==> src/rtl/uart_pkg.sv <==
// Shared UART definitions: receiver FSM states and oversampling constants.
package uart_pkg;

    localparam int OVERSAMPLE = 16;
    localparam int MID_SAMPLE = 7;
    localparam int DATA_BITS  = 8;

    typedef enum logic [1:0] {
        IDLE  = 2'd0,
        START = 2'd1,
        DATA  = 2'd2,
        STOP  = 2'd3
    } rx_state_t;

endpackage

==> src/rtl/uart_rx_tick_gen.sv <==
// Oversampling tick generator: one-clock tick every prescale+1 clocks, held idle by clear.
module uart_rx_tick_gen #(
    parameter int PRESCALE_W = 20
) (
    input  logic                  clk,
    input  logic                  reset,
    input  logic                  clear,
    input  logic [PRESCALE_W-1:0] prescale,
    output logic                  tick
);

    logic [PRESCALE_W-1:0] r_cnt;

    assign tick = !clear && (r_cnt == prescale);

    always_ff @(posedge clk) begin
        if (reset || clear) begin
            r_cnt <= '0;
        end else if (tick) begin
            r_cnt <= '0;
        end else begin
            r_cnt <= r_cnt + 1'b1;
        end
    end

endmodule

==> src/rtl/uart_rx_16x.sv <==
// 8N1 UART receiver with 16x oversampling, mid-bit sampling and a sticky full/ack handshake.
module uart_rx_16x
    import uart_pkg::*;
#(
    parameter int PRESCALE_W = 20,
    parameter int DATA_BITS  = uart_pkg::DATA_BITS
) (
    input  logic                  clk,
    input  logic                  reset,
    input  logic [PRESCALE_W-1:0] prescale,
    input  logic                  rx,
    input  logic                  rx_ack,
    output logic [DATA_BITS-1:0]  rx_data,
    output logic                  rx_valid,
    output logic                  rx_full,
    output logic                  frame_error,
    output logic                  overrun,
    output logic                  busy
);

    localparam int NW = $clog2(DATA_BITS);

    logic                 r_rx_meta;
    logic                 r_rx_s;
    rx_state_t            r_state;
    logic [3:0]           r_s;
    logic [NW-1:0]        r_n;
    logic [DATA_BITS-1:0] r_sh;
    logic                 r_armed;
    logic [DATA_BITS-1:0] r_rx_data;
    logic                 r_rx_valid;
    logic                 r_rx_full;
    logic                 r_frame_error;
    logic                 r_overrun;

    logic w_tick;
    logic w_clear;
    logic w_bit_end;

    assign w_clear   = (r_state == IDLE);
    assign w_bit_end = w_tick && (r_s == 4'(OVERSAMPLE - 1));

    uart_rx_tick_gen #(
        .PRESCALE_W (PRESCALE_W)
    ) u_tick (
        .clk      (clk),
        .reset    (reset),
        .clear    (w_clear),
        .prescale (prescale),
        .tick     (w_tick)
    );

    always_ff @(posedge clk) begin
        if (reset) begin
            r_rx_meta <= 1'b1;
            r_rx_s    <= 1'b1;
        end else begin
            r_rx_meta <= rx;
            r_rx_s    <= r_rx_meta;
        end
    end

    always_ff @(posedge clk) begin
        if (reset) begin
            r_state       <= IDLE;
            r_s           <= '0;
            r_n           <= '0;
            r_sh          <= '0;
            r_armed       <= 1'b1;
            r_rx_data     <= '0;
            r_rx_valid    <= 1'b0;
            r_rx_full     <= 1'b0;
            r_frame_error <= 1'b0;
            r_overrun     <= 1'b0;
        end else begin
            r_rx_valid    <= 1'b0;
            r_frame_error <= 1'b0;
            r_overrun     <= 1'b0;
            if (rx_ack) r_rx_full <= 1'b0;

            case (r_state)
                IDLE: begin
                    // A start is only accepted once the line has been seen high, so a break cannot retrigger
                    if (r_rx_s) r_armed <= 1'b1;
                    if (!r_rx_s && r_armed) begin
                        r_state <= START;
                        r_s     <= '0;
                    end
                end
                START: begin
                    if (w_tick) begin
                        if (r_s == 4'(MID_SAMPLE)) begin
                            r_s <= '0;
                            r_n <= '0;
                            r_state <= r_rx_s ? IDLE : DATA;
                        end else begin
                            r_s <= r_s + 1'b1;
                        end
                    end
                end
                DATA: begin
                    if (w_bit_end) begin
                        r_sh <= {r_rx_s, r_sh[DATA_BITS-1:1]};
                        r_s  <= '0;
                        if (r_n == NW'(DATA_BITS - 1)) r_state <= STOP;
                        else                           r_n     <= r_n + 1'b1;
                    end else if (w_tick) begin
                        r_s <= r_s + 1'b1;
                    end
                end
                STOP: begin
                    if (w_bit_end) begin
                        if (r_rx_s) begin
                            r_rx_data  <= r_sh;
                            r_rx_valid <= 1'b1;
                            r_rx_full  <= 1'b1;
                            // A simultaneous ack consumes the old byte, so nothing is lost
                            r_overrun  <= r_rx_full && !rx_ack;
                        end else begin
                            r_frame_error <= 1'b1;
                            r_armed       <= 1'b0;
                        end
                        r_s     <= '0;
                        r_state <= IDLE;
                    end else if (w_tick) begin
                        r_s <= r_s + 1'b1;
                    end
                end
                default: r_state <= IDLE;
            endcase
        end
    end

    assign rx_data     = r_rx_data;
    assign rx_valid    = r_rx_valid;
    assign rx_full     = r_rx_full;
    assign frame_error = r_frame_error;
    assign overrun     = r_overrun;
    assign busy        = (r_state != IDLE);

endmodule

==> config.mk <==
export PLATFORM = sky130hd
export DESIGN_NAME = uart_rx_16x
export DESIGN_NICKNAME = d
export VERILOG_FILES = /design/src/rtl/uart_pkg.sv /design/src/rtl/uart_rx_tick_gen.sv /design/src/rtl/uart_rx_16x.sv
export SDC_FILE = /design/constraint.sdc
export NUM_CORES = 1
export LEC_CHECK = 0
export ABC_AREA = 1
export CORE_MARGIN = 2
export CORE_UTILIZATION = 50
export CTS_BUF_LIST = sky130_fd_sc_hd__clkbuf_8 sky130_fd_sc_hd__clkbuf_16
export DETAILED_ROUTE_END_ITERATION = 8
export HOLD_SLACK_MARGIN = 0.1
export PLACE_DENSITY = 0.74
export RECOVER_POWER = 25
export SLEW_MARGIN = 40
export SYNTH_ARGS = -nofsm -noshare
export SYNTH_HDL_FRONTEND = slang
export SYNTH_SLANG_ARGS = --single-unit
==> constraint.sdc <==
create_clock -name clk -period 5 [get_ports clk]
set_input_delay 1 -clock clk [delete_from_list [all_inputs] [get_ports clk]]
set_output_delay 1 -clock clk [all_outputs]
set_load 0.05 [all_outputs]
After elaboration in Yosys (flattened, before gate mapping):

Cells that the tools add are included.
W data, S select, Z words.

* word-level logic and storage cells: 87
* input bits: 24
* register bits after elaboration: 52

* add/sub/neg operators: 3
* eq/ne operators: 17
* bitwise operators: 3
* reductions and logical operators: 22
* multiplexer cells: 29

Operators with widths (count)
* $add A20 B1 Y20 const B: 1
* $eq A20 B20 Y1: 1
* $mux W4: 5
* $ne A2 B2 Y1 const B: 9
* $mux W2: 7
* $mux W3: 4
* $pmux W4 S3: 1
* $mux W1: 9
* $pmux W2 S4: 1
* $pmux W3 S2: 1
* $reduce_and A3 Y1: 2
* $reduce_and A6 Y1: 1
* $reduce_bool A2 Y1: 3
* $reduce_and A5 Y1: 1
* $add A4 B1 Y4 const B: 1
* $eq A2 B2 Y1 const B: 2
* $eq A4 B3 Y1 const B: 1
* $eq A4 B4 Y1 const B: 1
* $logic_and A1 B1 Y1: 4
* $reduce_and A4 Y1: 1
* $reduce_or A2 Y1: 2
* $reduce_or A4 Y1: 1
* $add A3 B1 Y3 const B: 1
* $eq A3 B3 Y1 const B: 1
* 9 further kinds: 13

Depth between registers and ports, before layout:

Gate-level depths: netlist (run 1).

* depth in word-level cells: 6
* gate-level depth with buffers: 13

Cells and area by module:

From an unflattened synthesis (run 1), not the netlist that was laid out.

* cells, all modules: 420
* area total of the unflattened synthesis: 2746.4 µm²

Modules (own cells, without submodules)
* uart_rx_tick_gen: cells an instance 245, times used 1, area an instance 1405.1 µm²
* uart_rx_16x: cells an instance 175, times used 1, area an instance 1341.3 µm²

Worst setup path after synthesis (run 1):

OpenSTA, ideal clock, no wires.

* kind: input-to-reg
* start point: input port prescale[5]
* end point: register r_rx_data[0] (netlist: rx_data[0])
* arrival time: 2.083 ns
* path slack: 2.801 ns
* cell stages on the path: 11
* library setup time: 0.116 ns
* data required time: 4.884 ns
* cells stage by stage: xnor2_1 -> nand2_1 -> nor2_1 -> nand2_1 -> nor2_2 -> nand2_1 -> inv_2 -> nand4_1 -> buf_2 -> nor2_1 -> nor2_1

* longest elaborated chain between the ends: 4

Ends and longest elaborated chain
* from (decl): RTL line uart_rx_16x.sv:10 `input logic [PRESCALE_W-1:0] prescale,`
* $eq A20 B20 Y1: RTL line uart_rx_tick_gen.sv:14 `assign tick = !clear && (r_cnt == prescale);`
* $logic_and A1 B1 Y1: RTL line uart_rx_tick_gen.sv:14
* $logic_and A1 B1 Y1: RTL line uart_rx_16x.sv:41 `assign w_bit_end = w_tick && (r_s == 4'(OVERSAMPLE - 1));`
* $reduce_and A3 Y1 (no line)
* to (signal assigned): RTL line uart_rx_16x.sv:114 `r_rx_data <= r_sh;`
* to (decl): RTL line uart_rx_16x.sv:30 `logic [DATA_BITS-1:0] r_rx_data;`

Every way passes these cells.
A chain may end at the register's enable or synchronous reset.

Worst setup path in the final report (run 1):

* start point: input port reset
* end point: register u_tick.r_cnt[18]

* longest elaborated chain between the ends: 2

Ends and longest elaborated chain
* from (decl): RTL line uart_rx_16x.sv:9 `input logic reset,`
* $logic_or A1 B1 Y1: RTL line uart_rx_tick_gen.sv:17 `if (reset || clear) begin`
* $reduce_or A2 Y1 (no line)
* to (signal assigned): RTL line uart_rx_tick_gen.sv:22 `r_cnt <= r_cnt + 1'b1;`
* to (decl): RTL line uart_rx_tick_gen.sv:12 `logic [PRESCALE_W-1:0] r_cnt;`

Every way passes these cells.

==> results of run 1 <==
==> worst register-to-register path: cells and delay by family (launching register included) <==
kind / cells / cell delay [ns]
xor+xnor: 1 / 0.14
buf+inv: 1 / 0.14
flops: 1 / 0.49
simple gates: 8 / 1.36
==> cells in the final DEF, fill, tap and decap left out, types with 3 or more instances in the layout <==
master,synthesis,layout
a21oi_1,18,18
clkbuf_8,0,5
clkdlybuf4s50_1,0,23
dfxtp_1,52,52
dlygate4sd3_1,0,13
ha_1,4,4
inv_1,42,43
nand2_1,86,86
nand2_2,3,3
nand3_1,12,12
nor2_1,58,59
nor3_1,14,14
nor3_2,3,3
o21ai_0,21,21
xnor2_1,10,10
xor2_1,4,4
==> per-layer routing <==
metal / wire [microns] / global-route usage
met1: 2290 / 0.226
met2: 2530 / 0.359
met3: 274 / 0.0463
met4: 107 / 0.0838
met5: 0 / 0
==> per-stage QoR <==
stage                     setup WS [ns]  utilization  hold slack (ns)  area [sq um]  power, mW
after floorplan                    2.80            -            0.389          2560      0.502
after global placement             1.67        0.589            0.396          2950      0.535
after detailed placement           1.63        0.589            0.399          2950      0.537
after CTS                          1.95        0.611            0.422          3060      0.826
after global routing               1.66        0.610            0.442          3060      0.857
final                              1.92        0.610            0.418          3060      0.819
==> area by class of cell <==
type                            count  share of cell area
Tap cell                           70              0.0286
Timing Repair Buffer               36               0.118
Clock buffer                        5              0.0225
Multi-Input combinational cell    258               0.423
Sequential cell                    52               0.340
Inverter                           44              0.0540
Clock inverter                      3              0.0139
==> worst max path at each step <==
stage                                        endpoint  slack [ns]  cells after the start   startpoint
after global routing      u_tick.r_cnt[18]$_SDFF_PP0_        1.66                      5        reset
after global placement    u_tick.r_cnt[18]$_SDFF_PP0_        1.67                      5        reset
after detailed placement  u_tick.r_cnt[18]$_SDFF_PP0_        1.63                      5        reset
after CTS                 u_tick.r_cnt[18]$_SDFF_PP0_        1.95                      5        reset
after floorplan               rx_data[0]$_SDFFE_PP0P_        2.80                     11  prescale[5]
final                     u_tick.r_cnt[18]$_SDFF_PP0_        1.92                      5        reset
==> cell families (layout without fill, tap and decap cells) <==
group | Yosys count | count (layout) | share of synthesized area
compound gates | 46 | 46 | 0.0974
fa+ha+maj | 4 | 4 | 0.0196
simple gates | 193 | 193 | 0.335
flops | 52 | 52 | 0.407
xor+xnor | 15 | 15 | 0.0543
buf+inv | 53 | 88 | 0.0866
==> state kept, by name (all words and copies together) (netlist names), 3 cells and up, named ones only <==
signal and count:
r_n 3, r_s 4, r_sh 8, rx_data 8, u_tick.r_cnt 20
==> power groups by stage <==
| stage | clock network, mW | logic [mW] | registers, mW |
|---|---|---|---|
| 2_1_floorplan | 0 | 0.0648 | 0.437 |
| 3_3_place_gp | 0 | 0.0967 | 0.438 |
| 3_5_place_dp | 0 | 0.0983 | 0.439 |
| 4_1_cts | 0.298 | 0.0993 | 0.429 |
| 5_1_grt | 0.314 | 0.113 | 0.430 |
| 6_report | 0.291 | 0.0986 | 0.429 |
==> summary.txt, run 1 <==
Run status
  – Outcome: finished clean

Finish
  – FF/Latch Area: 1040 sq um
  – Non-filler instance count after layout: 468
  – Synthesis-to-layout area growth: 19.6%
  – Share of cells above drive strength 1: 0.0628
  – Footprint of the multi-input gates: 1290 sq um
  – Fillers: 489
  – NumNets Final: 425
  – # diodes: 0

Die
  – Starting density of the core: 0.510
  – Rows: 26
  – Die height: 75.5 microns
  – Die Wd: 75.5 microns
  – Core region area: 5010 sq um
  – Io pins: 37
  – Die area: 5700 sq um

GRT
  – Antenna violations before repair: 0
  – All-layer global routing usage: 0.200
  – Largest net degree at the start of global routing: 25
  – Remaining global-route overflow: 0
  – First-pass GRT wire length: 8740 microns
  – Vias in the first global route: 2140

Synthesis
  – Most common cell in the netlist: nand2_1
  – Synth unique cells: 37
  – Post-synthesis register bit count: 52
  – Top-area cell type share of the netlist area: 0.407
  – Area leader, netlist: dfxtp_1
  – Most frequent cells after synthesis: nand2_1, nor2_1, dfxtp_1
  – Cell Area, Synth: 2560 sq um
  – Post-synth EDFFs: 0
  – Syn nets: 391
  – Top post-synthesis cells by area: dfxtp_1, nand2_1, nor2_1
  – Asr flop ratio synth: 0
  – Cells after Synth: 363
  – Post-synthesis sequential area ratio: 0.407
  – Predominant post-synthesis flop cell: dfxtp_1
  – Warnings, synthesis: 0
  – Mean post-synth cell area: 7.05 sq um

Power and ir drop
  – Switching share of power: 0.253
  – Power Density: 268 nW/um^2
  – Part of the power in registers: 0.524
  – NetSw: 0.207 mW
  – Worst VDD drop: 0.272 mV
  – Int Pwr: 0.612 mW
  – Clock power frac: 0.356
  – Leakage: 1.29 nW
  – Logic pwr share: 0.120

Setup path
  – Worst EP arrival: 3.34 ns
  – Crit Path Class: in -> reg
  – Worst Path Required: 5.26 ns
  – Max incr delay on CP: 0.69 ns
  – Worst reg2reg endpoint: rx_data[7]$_SDFFE_PP0P_
  – Worst reg2reg path depth: 10
  – R2r setup slk: 2.76 ns
  – WP buf/inv: 2
  – CP top delay family: buffers and inverters
  – CP max-delay cell: nand3_1
  – Critical path startpoint category: input pin
  – Worst setup EP type: register
  – Worst-path maximum fanout: 24
  – CP Cell Sequence: dlygate4sd3_1 > inv_1 > nand3_1 > a21oi_1 > o21a_1
  – Reg2reg start: u_tick.r_cnt[13]$_SDFF_PP0_

CTS
  – Clock Latency Late Sink: 0.31 ns
  – # clock sinks: 52
  – H-tree levels: 2
  – CTS Root Cell: clkbuf_8
  – Post-CTS sizing: 0
  – CTS Hold Bufs: 0
  – Clock-pin slew on the worst setup and hold paths: 0.09 ns
  – CTS buffer count: 5
  – Postcts setup bufs: 0
  – CTS tree: built
  – Buffer depth of the longest clock path: 2

STA
  – Fmax: 324 MHz
  – Final Max Tran Viols: 0
  – Worst Max-Slew Pin Slew: 0.756 ns
  – Layout Skew: 0.00566 ns
  – Tmin final: 3.08 ns
  – Max_slew headroom: 0.495
  – Fin crit share: 0.617
  – Setup-failing EPs final: 0
  – Final Hold Viols: 0
  – Setup TNS Final: 0 ns
  – RSZ-0062 raised after global routing: false

Routing
  – TritonRoute pass-1 iters: 4
  – Detailed-route DRC error count: 0
  – Vias: 2295
  – Total routed wirelength: 5200 microns
  – WL per Instance: 11.1 microns
  – DR vias/cell: 4.90
  – Routed Antenna Nets: 0
  – 1st-iter DRT viols: 90

Job
  – Maxcap violations: 0

Placed design
  – I/O Buffers: 36
  – Routability Congestion: 0.807
  – Dpl cells: 460
  – DPL Wire Length: 3800 microns

Min path
  – HP Class: reg -> reg
  – WHS Path Cells: 1
  – Hold Path Origin: r_rx_meta$_SDFF_PP1_
  – Hold EP: r_rx_s$_SDFF_PP1_
(Power assumes the default switching activity.)
==> run 2: changes to the inputs <==
CORE_UTILIZATION = 49   (was 50)
PLACE_DENSITY = 0.76   (was 0.74)
clock period = 2.71 ns   (was 5 ns; I/O delays follow)
==> run 2 against run 1 <==
  * Die area grew 1.9%
  * Total power grew 87%
  * Sequential share of layout area shrank 0.44 points
  * Clock skew shrank 0.00060 ns
  * First-iteration DRC count grew 36%
  * Combinational power grew 89%
  * Clock power grew 91%
  * Worst setup slack lost 1.7 ns
  * Critical endpoint is now busy
  * Highest routed layer unchanged
==> summary.txt, run 2 (synthesis results as in run 1) <==
Run status
  – Outcome: finished clean

GRT
  – Remaining global-route overflow: 0 (unchanged)
  – Largest net degree at the start of global routing: 24 (-4.0%)
  – Vias in the first global route: 2112 (-1.3%)
  – Antenna violations before repair: 0 (unchanged)
  – First-pass GRT wire length: 8940 microns (+2.3%)
  – All-layer global routing usage: 0.186 (-0.0132)

Finish
  – Share of cells above drive strength 1: 0.0746 (+0.0118)
  – # diodes: 0 (unchanged)
  – Synthesis-to-layout area growth: 21.1%
  – Largest register FFs: 20 (unchanged)
  – Fillers: 494 (+1.0%)
  – Non-filler instance count after layout: 472 (+0.85%)
  – Most common cell after layout, fill and taps aside: nand2_1
  – FF/Latch Area: 1040 sq um (unchanged)
  – Core Util, Final: 0.610 (about the same)
  – NumNets Final: 429 (+0.94%)
  – Commonest non-fill, non-tap cells in the layout: nand2_1, nor2_1, dfxtp_1
  – Footprint of the multi-input gates: 1290 sq um (unchanged)
  – Most flops, register: u_tick.r_cnt

STA
  – Setup TNS Final: 0 ns (unchanged)
  – Worst Max-Slew Pin Slew: 0.509 ns (-0.247 ns)
  – Final Hold Viols: 0 (unchanged)
  – Final Max Tran Viols: 0 (unchanged)
  – Final hold slack: 0.421 ns (+0.00289 ns)
  – Fin crit share: 0.905
  – Layout Skew: 0.00506 ns (-0.000601 ns)
  – Fmax: 408 MHz
  – RSZ-0062 raised after global routing: false
  – Tmin final: 2.45 ns
  – PnR worst setup slack: 0.257 ns (-1.66 ns)
  – Setup-failing EPs final: 0 (unchanged)
  – Max_slew headroom: 0.659 (+0.165)

Placed design
  – DPL Wire Length: 3850 microns (+1.3%)
  – Routability Congestion: 0.829 (+2.7%)
  – I/O Buffers: 36 (unchanged)
  – Place WS: 0.201 ns (-1.43 ns)
  – Dpl cells: 464 (+0.87%)

Setup path
  – WP buf/inv: 2 (unchanged)
  – CP top delay family: buffers and inverters
  – Critical path startpoint category: register
  – Worst reg2reg endpoint: u_tick.r_cnt[18]$_SDFF_PP0_
  – Worst reg2reg path depth: 13 (+3)
  – CP max-delay cell: clkdlybuf4s50_1
  – Reg2reg start: u_tick.r_cnt[0]$_SDFF_PP0_
  – Crit Path Class: reg -> out
  – CP Depth: 3 (-2)
  – Max incr delay on CP: 0.84 ns (+0.15 ns)
  – Worst Path Required: 2.17 ns (-3.09 ns)
  – CP Cell Sequence: nor2_1 > inv_1 > clkdlybuf4s50_1
  – R2r setup slk: 0.68 ns (-2.08 ns)
  – Worst EP arrival: 1.91 ns (-1.43 ns)
  – Worst setup EP type: output port
  – Worst-path maximum fanout: 8 (-67%)

Die
  – Rows: 26 (unchanged)
  – Die area: 5810 sq um (+1.9%)
  – Io pins: 37 (unchanged)
  – Starting density of the core: 0.504 (-0.00654)
  – Core region area: 5070 sq um (+1.3%)
  – Die height: 76.2 microns (+0.96%)
  – Die Wd: 76.2 microns (+0.96%)

Routing
  – Detailed-route DRC error count: 0 (unchanged)
  – Routed Antenna Nets: 0 (unchanged)
  – Vias: 2271 (-1.0%)
  – WL per Instance: 10.8 microns (-2.6%)
  – 1st-iter DRT viols: 122 (+36%)
  – DR vias/cell: 4.81 (-1.9%)
  – TritonRoute pass-1 iters: 4 (unchanged)
  – Total routed wirelength: 5110 microns (-1.7%)

CTS
  – Post-CTS sizing: 0 (unchanged)
  – CTS tree: built
  – Clock Latency Late Sink: 0.31 ns (about the same)
  – # clock sinks: 52 (unchanged)
  – Postcts setup bufs: 0 (unchanged)
  – Clock-pin slew on the worst setup and hold paths: 0.09 ns (about the same)
  – CTS Root Cell: clkbuf_8
  – Buffer depth of the longest clock path: 2 (unchanged)
  – CTS buffer count: 5 (unchanged)
  – CTS Hold Bufs: 0 (unchanged)
  – H-tree levels: 2 (unchanged)

Min path
  – WHS Path Cells: 1 (unchanged)
  – Hold EP: r_rx_s$_SDFF_PP1_
  – Hold Path Origin: r_rx_meta$_SDFF_PP1_
  – HP Class: reg -> reg

Power and ir drop
  – Worst VDD drop: 0.252 mV (-7.4%)
  – Leakage: 1.31 nW (+1.7%)
  – Power Density: 495 nW/um^2 (+85%)

Job
  – Maxcap violations: 0 (unchanged)
run 2: changes by cell type in the layout (fill, tap and decap cells not counted), sizes merged:
cell           delta
buf               +4
clkdlybuf4s50     -1
dlygate4sd3       +1
clkbuf            +1
clkinvlp          -1
run 2: routing by layer:
layer / vias up / GRT usage / wire [microns]
li1: 1220 / - / -
met1: 987 / 0.240 / 2560
met2: 57 / 0.306 / 2240
met3: 7 / 0.0391 / 238
met4: 0 / 0.0745 / 82
met5: - / 0 / 0
run 2: cell type report:
class                           count  share of cell area
Inverter                           44              0.0533
Multi-Input combinational cell    258               0.417
Tap cell                           70              0.0283
Clock inverter                      2              0.0125
Timing Repair Buffer               40               0.126
Clock buffer                        6              0.0267
Sequential cell                    52               0.336
run 2: stage by stage:
| step | total power [mW] | cell area (sq um) |
|---|---|---|
| 3_5_place_dp | 0.996 | 2980 |
| 3_3_place_gp | 0.992 | 2980 |
| 6_report | 1.53 | 3100 |
| 5_1_grt | 1.60 | 3100 |
| 2_1_floorplan | 0.926 | 2560 |
| 4_1_cts | 1.55 | 3100 |
run 2: power breakdown:
| part | internal (mW) | switching (mW) | total [mW] |
|---|---|---|---|
| Sequential | 0.778 | 0.0131 | 0.792 |
| Combinational | 0.0800 | 0.106 | 0.186 |
| Clock | 0.302 | 0.254 | 0.556 |
run 2: worst reg2reg max path, delay by kind of cell, from the launching register on:
family | cells | cell delay [ns]
AOI/OAI and AO/OA | 2 | 0.18
adders and majority gates | 1 | 0.20
buffers and inverters | 2 | 0.19
DFF | 1 | 0.40
and+or+nand+nor | 8 | 0.96
run 2: worst max-delay path by stage:
| stage | to | slack [ns] |
|---|---|---|
| global route | rx_data[7]$_SDFFE_PP0P_ | 0.09 |
| global placement | rx_data[4]$_SDFFE_PP0P_ | 0.25 |
| finish | busy | 0.26 |
| CTS | busy | 0.26 |
| floorplan | rx_data[0]$_SDFFE_PP0P_ | 0.97 |
| detailed placement | rx_data[6]$_SDFFE_PP0P_ | 0.20 |
==> run 3: changes to the inputs <==
SLEW_MARGIN = not set   (was 40)
==> results of run 3 <==
No change in the layout: final DEF, timing and power equal those of run 2.
